### src/rtl/xgs_pattern_gen_mc.sv
// Multi-lane framed video pattern generator: NUM_LANES pixels per beat, valid/ready handshake,
// sof/eol/eof markers, programmable per-frame pattern and inter-line blanking.
module xgs_pattern_gen_mc #(
  parameter int NUM_LANES = 6,
  parameter int PIX_WIDTH = 12,
  parameter int CNT_WIDTH = 12
) (
  input  logic                           sys_clk,
  input  logic                           sys_reset_n,
  input  logic                           start,
  input  logic                           abort,
  input  logic [1:0]                     cfg_mode,
  input  logic [PIX_WIDTH-1:0]           cfg_const,
  input  logic [CNT_WIDTH-1:0]           cfg_line_beats,
  input  logic [CNT_WIDTH-1:0]           cfg_frame_lines,
  input  logic [CNT_WIDTH-1:0]           cfg_blank_cycles,
  input  logic                           out_ready,
  output logic                           out_valid,
  output logic [NUM_LANES*PIX_WIDTH-1:0] out_data,
  output logic                           out_sof,
  output logic                           out_eol,
  output logic                           out_eof,
  output logic                           busy,
  output logic [15:0]                    frame_cnt
);

  localparam logic [1:0] S_IDLE   = 2'd0;
  localparam logic [1:0] S_ACTIVE = 2'd1;
  localparam logic [1:0] S_HBLANK = 2'd2;

  logic [1:0]                     state_q, state_d;
  logic [CNT_WIDTH-1:0]           beat_q, beat_d;
  logic [CNT_WIDTH-1:0]           line_q, line_d;
  logic [CNT_WIDTH-1:0]           blank_q, blank_d;
  logic [15:0]                    frame_q, frame_d;
  logic                           valid_q, valid_d;
  logic [NUM_LANES*PIX_WIDTH-1:0] data_q;
  logic                           sof_q, eol_q, eof_q;
  logic                           upd;

  logic [1:0]           mode_q;
  logic [PIX_WIDTH-1:0] const_q;
  logic [CNT_WIDTH-1:0] lbm1_q, flm1_q, blankcfg_q;

  logic                 load;
  logic [CNT_WIDTH-1:0] lbm1_in, flm1_in;
  logic [1:0]           cur_mode;
  logic [PIX_WIDTH-1:0] cur_const;
  logic [CNT_WIDTH-1:0] cur_lbm1, cur_flm1;
  logic                 xfer;

  function automatic logic [NUM_LANES*PIX_WIDTH-1:0] pixels(
    input logic [1:0]           mode,
    input logic [PIX_WIDTH-1:0] cst,
    input logic [CNT_WIDTH-1:0] beat,
    input logic [CNT_WIDTH-1:0] line
  );
    logic [NUM_LANES*PIX_WIDTH-1:0] res;
    logic [PIX_WIDTH-1:0]           px;
    res = '0;
    for (int i = 0; i < NUM_LANES; i++) begin
      case (mode)
        2'd0:    px = PIX_WIDTH'(32'(beat) * 32'(NUM_LANES) + 32'(i));
        2'd1:    px = cst;
        2'd2:    px = PIX_WIDTH'(line);
        default: px = (beat[0] ^ line[0] ^ 1'(i)) ? cst : '0;
      endcase
      res[i*PIX_WIDTH +: PIX_WIDTH] = px;
    end
    return res;
  endfunction

  // A zero beat/line count behaves as one, so the stored value is the last index.
  assign lbm1_in   = (cfg_line_beats  == '0) ? '0 : cfg_line_beats  - CNT_WIDTH'(1);
  assign flm1_in   = (cfg_frame_lines == '0) ? '0 : cfg_frame_lines - CNT_WIDTH'(1);
  assign load      = (state_q == S_IDLE) && start && !abort;
  assign cur_mode  = load ? cfg_mode  : mode_q;
  assign cur_const = load ? cfg_const : const_q;
  assign cur_lbm1  = load ? lbm1_in   : lbm1_q;
  assign cur_flm1  = load ? flm1_in   : flm1_q;
  assign xfer      = valid_q && out_ready;

  always_comb begin
    state_d = state_q;
    beat_d  = beat_q;
    line_d  = line_q;
    blank_d = blank_q;
    frame_d = frame_q;
    valid_d = valid_q;
    upd     = 1'b0;
    case (state_q)
      S_IDLE: begin
        valid_d = 1'b0;
        if (start) begin
          state_d = S_ACTIVE;
          beat_d  = '0;
          line_d  = '0;
          valid_d = 1'b1;
          upd     = 1'b1;
        end
      end
      S_ACTIVE: begin
        if (xfer) begin
          if (beat_q == lbm1_q) begin
            beat_d = '0;
            if (line_q == flm1_q) begin
              state_d = S_IDLE;
              valid_d = 1'b0;
              frame_d = frame_q + 16'd1;
            end else begin
              line_d = line_q + CNT_WIDTH'(1);
              if (blankcfg_q != '0) begin
                state_d = S_HBLANK;
                blank_d = blankcfg_q - CNT_WIDTH'(1);
                valid_d = 1'b0;
              end else begin
                upd = 1'b1;
              end
            end
          end else begin
            beat_d = beat_q + CNT_WIDTH'(1);
            upd    = 1'b1;
          end
        end
      end
      S_HBLANK: begin
        if (blank_q == '0) begin
          state_d = S_ACTIVE;
          valid_d = 1'b1;
          upd     = 1'b1;
        end else begin
          blank_d = blank_q - CNT_WIDTH'(1);
        end
      end
      default: begin
        state_d = S_IDLE;
        valid_d = 1'b0;
      end
    endcase
    // Abort wins over start and over the state effect of a beat accepted this cycle.
    if (abort) begin
      state_d = S_IDLE;
      valid_d = 1'b0;
      upd     = 1'b0;
      frame_d = frame_q;
    end
  end

  always_ff @(posedge sys_clk or negedge sys_reset_n) begin
    if (!sys_reset_n) begin
      state_q    <= S_IDLE;
      beat_q     <= '0;
      line_q     <= '0;
      blank_q    <= '0;
      frame_q    <= '0;
      valid_q    <= 1'b0;
      data_q     <= '0;
      sof_q      <= 1'b0;
      eol_q      <= 1'b0;
      eof_q      <= 1'b0;
      mode_q     <= '0;
      const_q    <= '0;
      lbm1_q     <= '0;
      flm1_q     <= '0;
      blankcfg_q <= '0;
    end else begin
      state_q <= state_d;
      beat_q  <= beat_d;
      line_q  <= line_d;
      blank_q <= blank_d;
      frame_q <= frame_d;
      valid_q <= valid_d;
      if (load) begin
        mode_q     <= cfg_mode;
        const_q    <= cfg_const;
        lbm1_q     <= lbm1_in;
        flm1_q     <= flm1_in;
        blankcfg_q <= cfg_blank_cycles;
      end
      // Output beat only changes when a new beat is presented; stalls hold it.
      if (upd) begin
        data_q <= pixels(cur_mode, cur_const, beat_d, line_d);
        sof_q  <= (beat_d == '0) && (line_d == '0);
        eol_q  <= (beat_d == cur_lbm1);
        eof_q  <= (beat_d == cur_lbm1) && (line_d == cur_flm1);
      end else if (!valid_d) begin
        sof_q <= 1'b0;
        eol_q <= 1'b0;
        eof_q <= 1'b0;
      end
    end
  end

  assign out_valid = valid_q;
  assign out_data  = data_q;
  assign out_sof   = sof_q;
  assign out_eol   = eol_q;
  assign out_eof   = eof_q;
  assign busy      = (state_q != S_IDLE);
  assign frame_cnt = frame_q;

endmodule

### config.mk
export PLATFORM = sky130hd
export DESIGN_NAME = xgs_pattern_gen_mc
export DESIGN_NICKNAME = d
export VERILOG_FILES = /design/src/rtl/xgs_pattern_gen_mc.sv
export SDC_FILE = /design/constraint.sdc
export NUM_CORES = 1
export LEC_CHECK = 0
export ABC_CLOCK_PERIOD_IN_PS = 4300
export CAP_MARGIN = 5
export CORE_MARGIN = 4
export CORE_UTILIZATION = 57
export CTS_BUF_LIST = sky130_fd_sc_hd__clkbuf_8
export DETAILED_ROUTE_END_ITERATION = 12
export PLACE_DENSITY = 0.83
export SYNTH_ARGS = -nofsm -noshare
export SYNTH_HDL_FRONTEND = slang
export SYNTH_SLANG_ARGS = --single-unit
### constraint.sdc
create_clock -name sys_clk -period 4.3 [get_ports sys_clk]
set_input_delay 1.075 -clock sys_clk [delete_from_list [all_inputs] [get_ports sys_clk]]
set_output_delay 1.075 -clock sys_clk [all_outputs]
set_load 0.02 [all_outputs]
==> results of run 1 <==
==> cell type report <==
type | count | area (um2)
clock buffer | 17 | 234
multi-input combinational | 867 | 5630
inverter | 43 | 161
tap | 229 | 287
sequential | 174 | 4350
clock inverter | 15 | 146
fill | 1315 | 4660
timing repair buffer | 268 | 2430
==> worst register-to-register path: stages, from the launching register on <==
cell      delay (ns)
dfrtp_1         0.48
xnor2_2         0.24
and4_1          0.26
nand3_2         0.16
a32oi_4         0.27
inv_1           0.08
ha_1            0.23
fa_1            0.40
a21o_1          0.19
a21o_1          0.20
a211oi_2        0.27
o211a_1         0.21
nand4_1         0.16
nor4b_2         0.34
buf_4           0.16
xnor2_1         0.10
nand2_1         0.09
a21oi_1         0.15
==> through the flow <==
step | setup TNS (ns) | hold WS [ns] | cell area (um2) | worst slack (ns)
after CTS | 0 | 0.492 | 13200 | 0.00348
after detailed placement | -14.95 | 0.476 | 12800 | -0.631
after global routing | 0 | 0.506 | 13200 | 0.0182
after global placement | -12.89 | 0.463 | 12800 | -0.575
after floorplan | 0 | 0.462 | 10400 | 0.0135
final | 0 | 0.490 | 13200 | 0.260
==> power by group <==
part           internal [uW]  switching, uW  total (uW)
Combinational           1080           1280        2360
Sequential              2050            353        2400
Clock                    431            693        1120
Total                   3560           2330        5890
==> cells in the mapped netlist, types with 4 or more instances <==
library cell  count
a21boi_0          8
a21o_1            6
a21oi_1          68
a221o_1           5
a221oi_1          5
a31oi_1          17
and2_1           21
and3_1           19
and4_1            6
buf_2             8
buf_4             7
buf_6             5
clkbuf_1         39
dfrtp_1         174
ha_1             24
inv_1            42
mux2_2            5
mux2i_1          17
nand2_1         162
nand2b_1          9
nand3_1          24
nand4_1          18
nor2_1           99
nor2b_1           5
nor3_1           22
nor3b_1           4
nor4_1           25
nor4b_1           6
o211ai_1         11
o21a_1           13
o21ai_0          38
o21ai_1          12
o22a_1           20
o31ai_1           8
o32ai_1           5
or2_2             6
or3_1            11
xnor2_1          59
xor2_1           45
==> layer usage <==
metal,up-vias,track usage (%),share of wire [%]
met1,4684,40.1,40
met4,0,10.2,2.9
met3,87,7.47,8.5
met2,447,49.1,48
li1,4511,-,-
met5,-,0,0
==> repair_timing <==
action	in CTS	in global routing
pin swaps	0	3
setup endpoints to repair	13	26
gates resized for setup	2	23
setup buffers	0	1
hold buffers	0	0
==> kinds of logic (layout without fill, tap and decap cells) <==
logic type / Yosys count / in the layout / synth area share (%)
and+or+nand+nor: 457 / 457 / 21.7
AOI/OAI and AO/OA: 257 / 257 / 17.4
muxes: 22 / 22 / 2.19
adders and majority gates: 25 / 25 / 3.09
DFF: 174 / 174 / 42.0
xor gates and xnor gates: 106 / 106 / 9.16
buffers and inverters: 104 / 343 / 4.49
==> worst max path at each step <==
stage / start / endpoint / slack (ns) / depth (start not counted)
6_report: beat_q[8] / out_data[47] / 0.26 / 17
5_1_grt: beat_q[6] / out_data[47] / 0.02 / 17
4_1_cts: out_ready / out_data[69] / 0.003 / 18
3_5_place_dp: start / out_data[47] / -0.63 / 17
3_3_place_gp: start / out_data[35] / -0.57 / 17
2_1_floorplan: start / out_data[71] / 0.01 / 16
==> state kept, by name (all words and copies together) (netlist names) <==
name / cells
out_data: 66
frame_cnt: 16
beat_q: 12
blank_q: 12
blankcfg_q: 12
const_q: 12
flm1_q: 12
lbm1_q: 12
line_q: 12
mode_q: 2
state_q: 2
out_eof: 1
out_eol: 1
out_sof: 1
out_valid: 1
==> flow_metrics.py, run 1 <==
metrics = {
    "floorplan": {
        "die_w_um": 143,
        "design.die.area_um2": 20400,
        "start_util_pct": 57.9,
        "die_height_um": 143,
        "rows": 49,
        "core_um2": 17900,
        "io_pins": 148,
    },
    "logic_synthesis": {
        "syn_avg_cell_area_um2": 9.05,
        "ys.flop_type": "dfrtp_1",
        "yosysTopAreaCellShare_pct": 42.0,
        "synthCells": 1145,
        "synth.net_count": 1225,
        "ys_seq_area_share_pct": 42.0,
        "syn_area_um2": 10400,
        "synth_top_cell_by_area": "dfrtp_1",
        "synth_area_leaders": "dfrtp_1 42%, nand2_1 5.9%, xnor2_1 5.0%, xor2_1 3.8%, nor2_1 3.6%",
        "async_reset_ff_share_pct": 100,
        "yosys_register_bits": 174,
        "synth_cell_types": 81,
        "synth_warnings": 0,
        "synth-edff-count": 0,
    },
    "global_route": {
        "grt_pass1_wl_um": 49200,
        "track_usage_pct": 30.3,
        "grt_overflow_total": 0,
        "antenna_found_initial": 0,
        "grt_max_degree": 92,
        "grt_pass1_vias": 9611,
    },
    "clock_tree": {
        "cts_buffer_depth": 2,
        "cts_tree": "yes",
        "cts-root-buf": "clkbuf_8",
        "clk_latency_ns": 0.48,
        "clock_sinks": 174,
        "htreeDepth": 4,
        "cts_buffers": 17,
        "path_clk_slew_ns": 0.10,
    },
    "sta": {
        "slew-limit-headroom_pct": 42.9,
        "period_minus_slack_ns": 4.04,
        "setup_viol": 0,
        "finClkSkew_ns": 0.0177,
        "hold_viol_final": 0,
        "slew_violations": 0,
        "post-route-period-util_pct": 94.0,
        "fmax_ghz": 0.248,
        "worst_pin_slew_ns": 0.857,
        "rsz0062_at_grt": "false",
    },
    "detailed_routing": {
        "drt_iter0_markers": 835,
        "dr.pass1.iters": 6,
        "drcViolationCount": 0,
        "ant_nets": 0,
        "vias": 9729,
        "routedWlPerCell_um": 18.9,
        "avgViaCountPerCell": 6.03,
        "drt-total-wl_um": 30600,
    },
    "hold_path": {
        "hold_path_class": "reg2reg",
        "hold_end": "frame_cnt[7]",
        "worstHoldStart": "frame_cnt[7]",
        "hold_path_depth": 1,
    },
    "worst_setup_path": {
        "crit_top_cell": "a21o_1",
        "r2r-end": "out_data[47]",
        "r2r-start": "beat_q[8]",
        "crit_fanout": 6,
        "criticalPathCategory": "reg2reg",
        "path_buf_inv": 2,
        "arrival_ns": 4.44,
        "slowest_stage": "dfrtp_1",
        "start_kind": "flip-flop",
        "cp.required_ns": 4.70,
        "critPathTopFamily": "compound AO/OA/AOI/OAI gates",
        "worst_path_largest_cell_delay_ns": 0.48,
        "end_kind": "flip-flop",
        "reg2regPathDepth": 17,
        "path_cells": "xnor2_2, and4_1, nand3_2, a32oi_4, inv_1, ha_1, fa_1, a21o_1, a21o_1, a211oi_2, o211a_1, nand4_1, nor4b_2, buf_4, xnor2_1, nand2_1, a21oi_1",
        "r2r_slack_ns": 0.26,
    },
    "place": {
        "portBuffers": 147,
        "hpwl_um": 22900,
        "place_inst": 1580,
        "place_congestion": 0.940,
    },
    "power_and_ir_drop": {
        "vdd_drop_max_mv": 0.441,
        "p_per_area_nw_per_um2": 444,
        "power_uw": 5890,
        "p_leak_uw": 0.00593,
    },
    "finish": {
        "antenna_cells": 0,
        "area_growth_pct": 27.8,
        "final_cells": 1613,
        "final_layout_size_suffix_gt1_share_pct": 15.3,
        "layout_common_cells": "174 x dfrtp_1, 162 x nand2_1, 144 x clkdlybuf4s50_1",
        "mostFrequentLayoutCell": "dfrtp_1",
        "final_core_util_pct": 74.0,
        "nets": 1451,
    },
    "job": {
        "cap_violations": 0,
    },
    "status": {
        "status": "complete, no violations",
    },
}
Power figures use the tool's default switching activity.
==> inputs of run 2 (changes only) <==
Settings changed: ABC_CLOCK_PERIOD_IN_PS 4300 to 4600.
Clock period 4.3 ns to 4.6 ns, I/O delays scaled along.
==> run 2 against run 1 <==
Cell count decreased by 1.2%. Clock-buffer cell count stayed put. Routed wire length shrank 2.2%. Worst setup slack worse by 0.081 ns. Combinational power decreased by 9.3%. Via count down 1.3%. Global-route usage shrank 0.44 points. Core utilization is 1.1 points lower. Die area unchanged. First-iteration DRC count is 3.1% higher. Register-to-register slack gained 0.09 ns. Critical endpoint is now out_data[57].
==> flow_metrics.py, run 2 (synthesis results as in run 1) <==
metrics = {
    "floorplan": {
        "start_util_pct": 57.9,
        "core_um2": 17900,
        "rows": 49,
        "die_w_um": 143,
        "design.die.area_um2": 20400,
        "die_height_um": 143,
        "io_pins": 148,
    },
    "worst_setup_path": {
        "r2r-start": "beat_q[8]",
        "reg2regPathDepth": 16,
        "crit_fanout": 4,
        "r2r_slack_ns": 0.35,
        "arrival_ns": 4.76,
        "cp.required_ns": 4.94,
        "end_kind": "flip-flop",
        "criticalPathCategory": "in2reg",
        "start_kind": "input pin",
        "r2r-end": "out_data[57]",
        "crit_path_start": "start",
    },
    "sta": {
        "hold_viol_final": 0,
        "setup_viol": 0,
        "slew_violations": 0,
        "period_minus_slack_ns": 4.42,
        "worst_pin_slew_ns": 0.863,
        "post-route-period-util_pct": 96.1,
        "setup_tns_ns": 0,
        "fmax_ghz": 0.226,
        "rsz0062_at_grt": "false",
        "finClkSkew_ns": 0.0133,
        "slew-limit-headroom_pct": 42.5,
    },
    "hold_path": {
        "hold_end": "frame_cnt[15]",
        "hold_path_depth": 1,
        "hold_path_class": "reg2reg",
        "worstHoldStart": "frame_cnt[15]",
    },
    "place": {
        "portBuffers": 147,
        "place_congestion": 1.02,
        "hpwl_um": 22500,
        "place_inst": 1561,
        "placed_area_um2": 12600,
    },
    "finish": {
        "antenna_cells": 0,
        "nets": 1431,
        "final_area_um2": 13000,
        "layout_common_cells": "174 x dfrtp_1, 162 x nand2_1, 146 x clkdlybuf4s50_1",
        "mostFrequentLayoutCell": "dfrtp_1",
        "final_layout_size_suffix_gt1_share_pct": 13.1,
        "largest_reg_flops": 66,
        "final_cells": 1593,
        "area_growth_pct": 25.8,
    },
    "global_route": {
        "track_usage_pct": 29.9,
        "grt_pass1_vias": 9619,
        "antenna_found_initial": 0,
        "grt_overflow_total": 0,
        "grt_pass1_wl_um": 48500,
        "grt_max_degree": 92,
    },
    "clock_tree": {
        "cts_buffers": 17,
        "post_cts_buffers": 0,
        "clk_latency_ns": 0.48,
        "clock_sinks": 174,
        "postCtsHoldBufs": 0,
        "cts_buffer_depth": 2,
        "cts_tree": "yes",
        "cts-root-buf": "clkbuf_8",
        "htreeDepth": 4,
        "path_clk_slew_ns": 0.11,
    },
    "detailed_routing": {
        "dr.pass1.iters": 6,
        "vias": 9606,
        "drt_iter0_markers": 861,
        "routedWlPerCell_um": 18.8,
        "ant_nets": 0,
        "drcViolationCount": 0,
        "drt-total-wl_um": 29900,
        "avgViaCountPerCell": 6.03,
    },
    "power_and_ir_drop": {
        "switching_share_pct": 39.7,
        "internal-power_uw": 3290,
        "pwr-share-seq_pct": 41.0,
        "p_leak_uw": 0.00579,
        "vdd_drop_max_mv": 0.353,
        "pwr-share-clk_pct": 20.0,
        "p_per_area_nw_per_um2": 419,
        "pwr-share-comb_pct": 39.1,
        "power.switching_uw": 2170,
    },
    "job": {
        "cap_violations": 0,
    },
    "status": {
        "status": "complete, no violations",
    },
}
## run 2: cell count changes in the layout (fill, tap and decap cells not counted), moves of 4 or more
cell,previous run,this run
inv_8,4,9
buf_4,117,99
xnor2_1,54,58
inv_6,5,0
xnor2_2,6,2
## run 2: worst max path at each step
stage / to / slack [ns] / cells past startpoint
global placement: out_data[71] / -0.29 / 16
floorplan: out_data[34] / 0.09 / 16
global route: out_data[71] / 0.001 / 17
CTS: out_data[57] / 0.14 / 17
detailed placement: out_data[47] / -0.34 / 16
finish: out_data[57] / 0.18 / 16
## run 2: power groups by stage
stage	sequential (uW)	combinational (uW)	clock [uW]
after floorplan	2440	1000	0
after global placement	2250	2070	0
after detailed placement	2250	2120	0
after CTS	2230	2130	1100
after global routing	2290	2310	1170
final	2240	2140	1090
## run 2: timing repair
action                                 4_1_cts  5_1_grt
gates resized for setup                      0        6
setup endpoints to repair                    0       12
endpoints found under the hold margin        0        0
## run 2: per-layer routing
layer | global-route usage (%) | wire length [um]
met2 | 49.0 | 14500
met4 | 9.00 | 669
met3 | 7.33 | 2420
met1 | 39.4 | 12300
met5 | 0 | 0
## run 2: stage by stage
stage	worst slack [ns]	total power [uW]	utilization, %	hold WS [ns]
2_1_floorplan	0.0892	3440	-	0.462
3_3_place_gp	-0.286	4320	70.4	0.461
3_5_place_dp	-0.339	4370	70.4	0.467
4_1_cts	0.140	5470	72.7	0.481
5_1_grt	0.00138	5770	72.9	0.497
6_report	0.179	5460	72.9	0.473
## run 2: critical path, cell delays in order
cell,delay [ns]
clkdlybuf4s50_1,0.52
or3b_2,0.47
o21ai_0,0.09
a21oi_1,0.06
o31a_1,0.12
ha_1,0.22
fa_1,0.39
a21o_1,0.19
a21o_1,0.20
a2111o_1,0.41
o211a_1,0.19
and2_1,0.18
nand2_1,0.08
xnor2_1,0.07
a21boi_0,0.26
a31oi_1,0.14
## run 2: final cells by class
type | instances | area, um2
clock buffer | 17 | 234
clock inverter | 15 | 165
fill | 1349 | 4860
inverter | 43 | 161
multi-input combinational | 867 | 5590
sequential | 174 | 4350
tap | 229 | 287
timing repair buffer | 248 | 2260
==> inputs of run 3 (changes only) <==
Settings changed: CAP_MARGIN 5 to 20, REMOVE_ABC_BUFFERS set to 1, SETUP_SLACK_MARGIN set to 0.3.
==> run 3 against run 2 <==
First-iteration DRC count rose by 21%. Largest cell class unchanged. Combinational power hardly changed. Register-to-register slack improved by 0.13 ns. Highest routed layer unchanged. Critical path type unchanged. Worst hold slack better by 0.0045 ns. Sequential share of layout area shrank 0.26 points. Via count increased by 1.4%.
==> flow_metrics.py, run 3 (synthesis results as in run 1) <==
metrics = {
    "status": {
        "status": "complete, no violations",
    },
    "worst_setup_path": {
        "worst_path_largest_cell_delay_ns": 0.48,
        "criticalPathCategory": "in2reg",
        "cp.required_ns": 4.98,
        "r2r-start": "beat_q[5]",
        "path_cells": "dlygate4sd2_1, or3b_2, o21ai_0, a21oi_1, o31a_1, ha_1, fa_1, a21o_1, a21o_1, a211oi_2, o21ai_1, and3_1, nor2_1, buf_4, xnor2_1, a21o_1, o22a_1",
        "start_kind": "input pin",
        "crit_path_start": "start",
        "arrival_ns": 4.57,
        "crit_fanout": 5,
        "crit_top_cell": "a21o_1",
        "slowest_stage": "or3b_2",
        "end_kind": "flip-flop",
    },
    "global_route": {
        "grt_pass1_wl_um": 48400,
        "grt_overflow_total": 0,
        "track_usage_pct": 29.6,
        "grt_pass1_vias": 9759,
        "antenna_found_initial": 1,
        "grt_max_degree": 89,
    },
    "finish": {
        "final_area_um2": 13100,
        "final_cells": 1593,
        "n_fill_cell": 1243,
        "final_layout_size_suffix_gt1_share_pct": 14.3,
        "mostFrequentLayoutCell": "dfrtp_1",
        "multiInputGateArea_um2": 5660,
        "largest_reg_flops": 66,
        "area_growth_pct": 26.9,
        "nets": 1430,
        "ff_latch_area_um2": 4350,
        "layout_common_cells": "174 x dfrtp_1, 162 x nand2_1, 144 x clkdlybuf4s50_1",
        "final_core_util_pct": 73.4,
    },
    "power_and_ir_drop": {
        "switching_share_pct": 39.4,
        "vdd_drop_max_mv": 0.338,
        "pwr-share-seq_pct": 40.3,
        "p_per_area_nw_per_um2": 422,
        "p_leak_uw": 0.00584,
        "internal-power_uw": 3360,
        "pwr-share-clk_pct": 20.6,
        "pwr-share-comb_pct": 39.1,
        "power.switching_uw": 2180,
    },
    "place": {
        "place_inst": 1560,
        "place_congestion": 0.963,
        "portBuffers": 147,
        "placed_area_um2": 12600,
        "hpwl_um": 21700,
    },
    "detailed_routing": {
        "drcViolationCount": 0,
        "avgViaCountPerCell": 6.12,
        "routedWlPerCell_um": 19.0,
        "dr.pass1.iters": 6,
        "vias": 9745,
        "drt-total-wl_um": 30200,
        "drt_iter0_markers": 1043,
        "ant_nets": 0,
    },
    "sta": {
        "hold_slack_ns": 0.478,
        "setup_viol": 0,
        "period_minus_slack_ns": 4.20,
        "rsz0062_at_grt": "false",
        "slew-limit-headroom_pct": 36.0,
        "post-route-period-util_pct": 91.2,
        "worst_pin_slew_ns": 0.961,
        "hold_viol_final": 0,
        "finClkSkew_ns": 0.0164,
        "slew_violations": 0,
        "fmax_ghz": 0.238,
        "setup_tns_ns": 0,
    },
    "hold_path": {
        "hold_path_class": "reg2reg",
        "worstHoldStart": "frame_cnt[15]",
    },
    "clock_tree": {
        "cts-root-buf": "clkbuf_8",
        "path_clk_slew_ns": 0.11,
        "htreeDepth": 4,
        "cts_tree": "yes",
        "clk_latency_ns": 0.49,
        "cts_buffer_depth": 2,
        "cts_buffers": 17,
        "clock_sinks": 174,
    },
    "floorplan": {
        "die_w_um": 143,
        "design.die.area_um2": 20400,
        "die_height_um": 143,
        "io_pins": 148,
        "core_um2": 17900,
        "start_util_pct": 57.9,
        "rows": 49,
    },
    "job": {
        "cap_violations": 0,
    },
}
## run 3: changes by cell type in the layout (fill, tap and decap cells not counted), moves of 2 or more
cell             previous run  this run
buf_4                      99        97
a21oi_2                     0         5
and4_1                      6         3
a21oi_1                    68        63
clkdlybuf4s50_1           146       144
and4_4                      0         2
inv_8                       9         7
xnor2_2                     2         4
o21ai_1                    12        16
xnor2_1                    58        56
o21ai_0                    38        33
## run 3: metrics by stage
step	worst slack, ns	total power [uW]
finish	0.403	5540
detailed placement	-0.396	4370
floorplan	-0.0436	3380
global route	0.287	5830
global placement	-0.336	4300
CTS	0.305	5520
## run 3: critical path, delay by kind of cell
family | cells | cell delay (ns)
simple gates | 3 | 0.86
xor+xnor | 1 | 0.07
buf+inv | 2 | 0.46
compound gates | 9 | 1.41
fa+ha+maj | 2 | 0.62
## run 3: worst paths after layout
check	endpoint	slack (ns)	cells after the start
worst max-delay path	out_data[34]	0.40	17
worst min-delay path	frame_cnt[15]	0.48	1
worst max register to register	out_data[34]	0.48	17
worst min register to register	frame_cnt[15]	0.48	1
max in group asynchronous	flm1_q[2]	2.93	2
min in group asynchronous	blank_q[11]	0.71	1
## run 3: routing by layer
layer | GRT usage, % | wire, um | up-vias
li1 | - | - | 4459
met1 | 38.1 | 12200 | 4686
met2 | 48.3 | 14500 | 487
met3 | 7.57 | 2600 | 113
met4 | 11.0 | 969 | 0
met5 | 0 | 0 | -
## run 3: timing repair
item,in CTS,in global routing
pin swaps,2,2
setup buffers,0,0
gates resized for setup,9,24
endpoints found under the setup margin,23,21
hold buffers,0,0
## run 3: cell type report
type | instances | area share, %
clock buffer | 17 | 1.78
tap | 229 | 2.18
timing repair buffer | 247 | 17.2
multi-input combinational | 867 | 43.0
clock inverter | 15 | 1.45
antenna | 1 | 0.0190
sequential | 174 | 33.1
inverter | 43 | 1.23
## run 3: power groups by stage
stage | sequential, uW | combinational, uW | clock, uW
3_5_place_dp | 2240 | 2130 | 0
2_1_floorplan | 2470 | 906 | 0
3_3_place_gp | 2230 | 2070 | 0
6_report | 2230 | 2170 | 1140
4_1_cts | 2220 | 2150 | 1150
5_1_grt | 2280 | 2340 | 1220
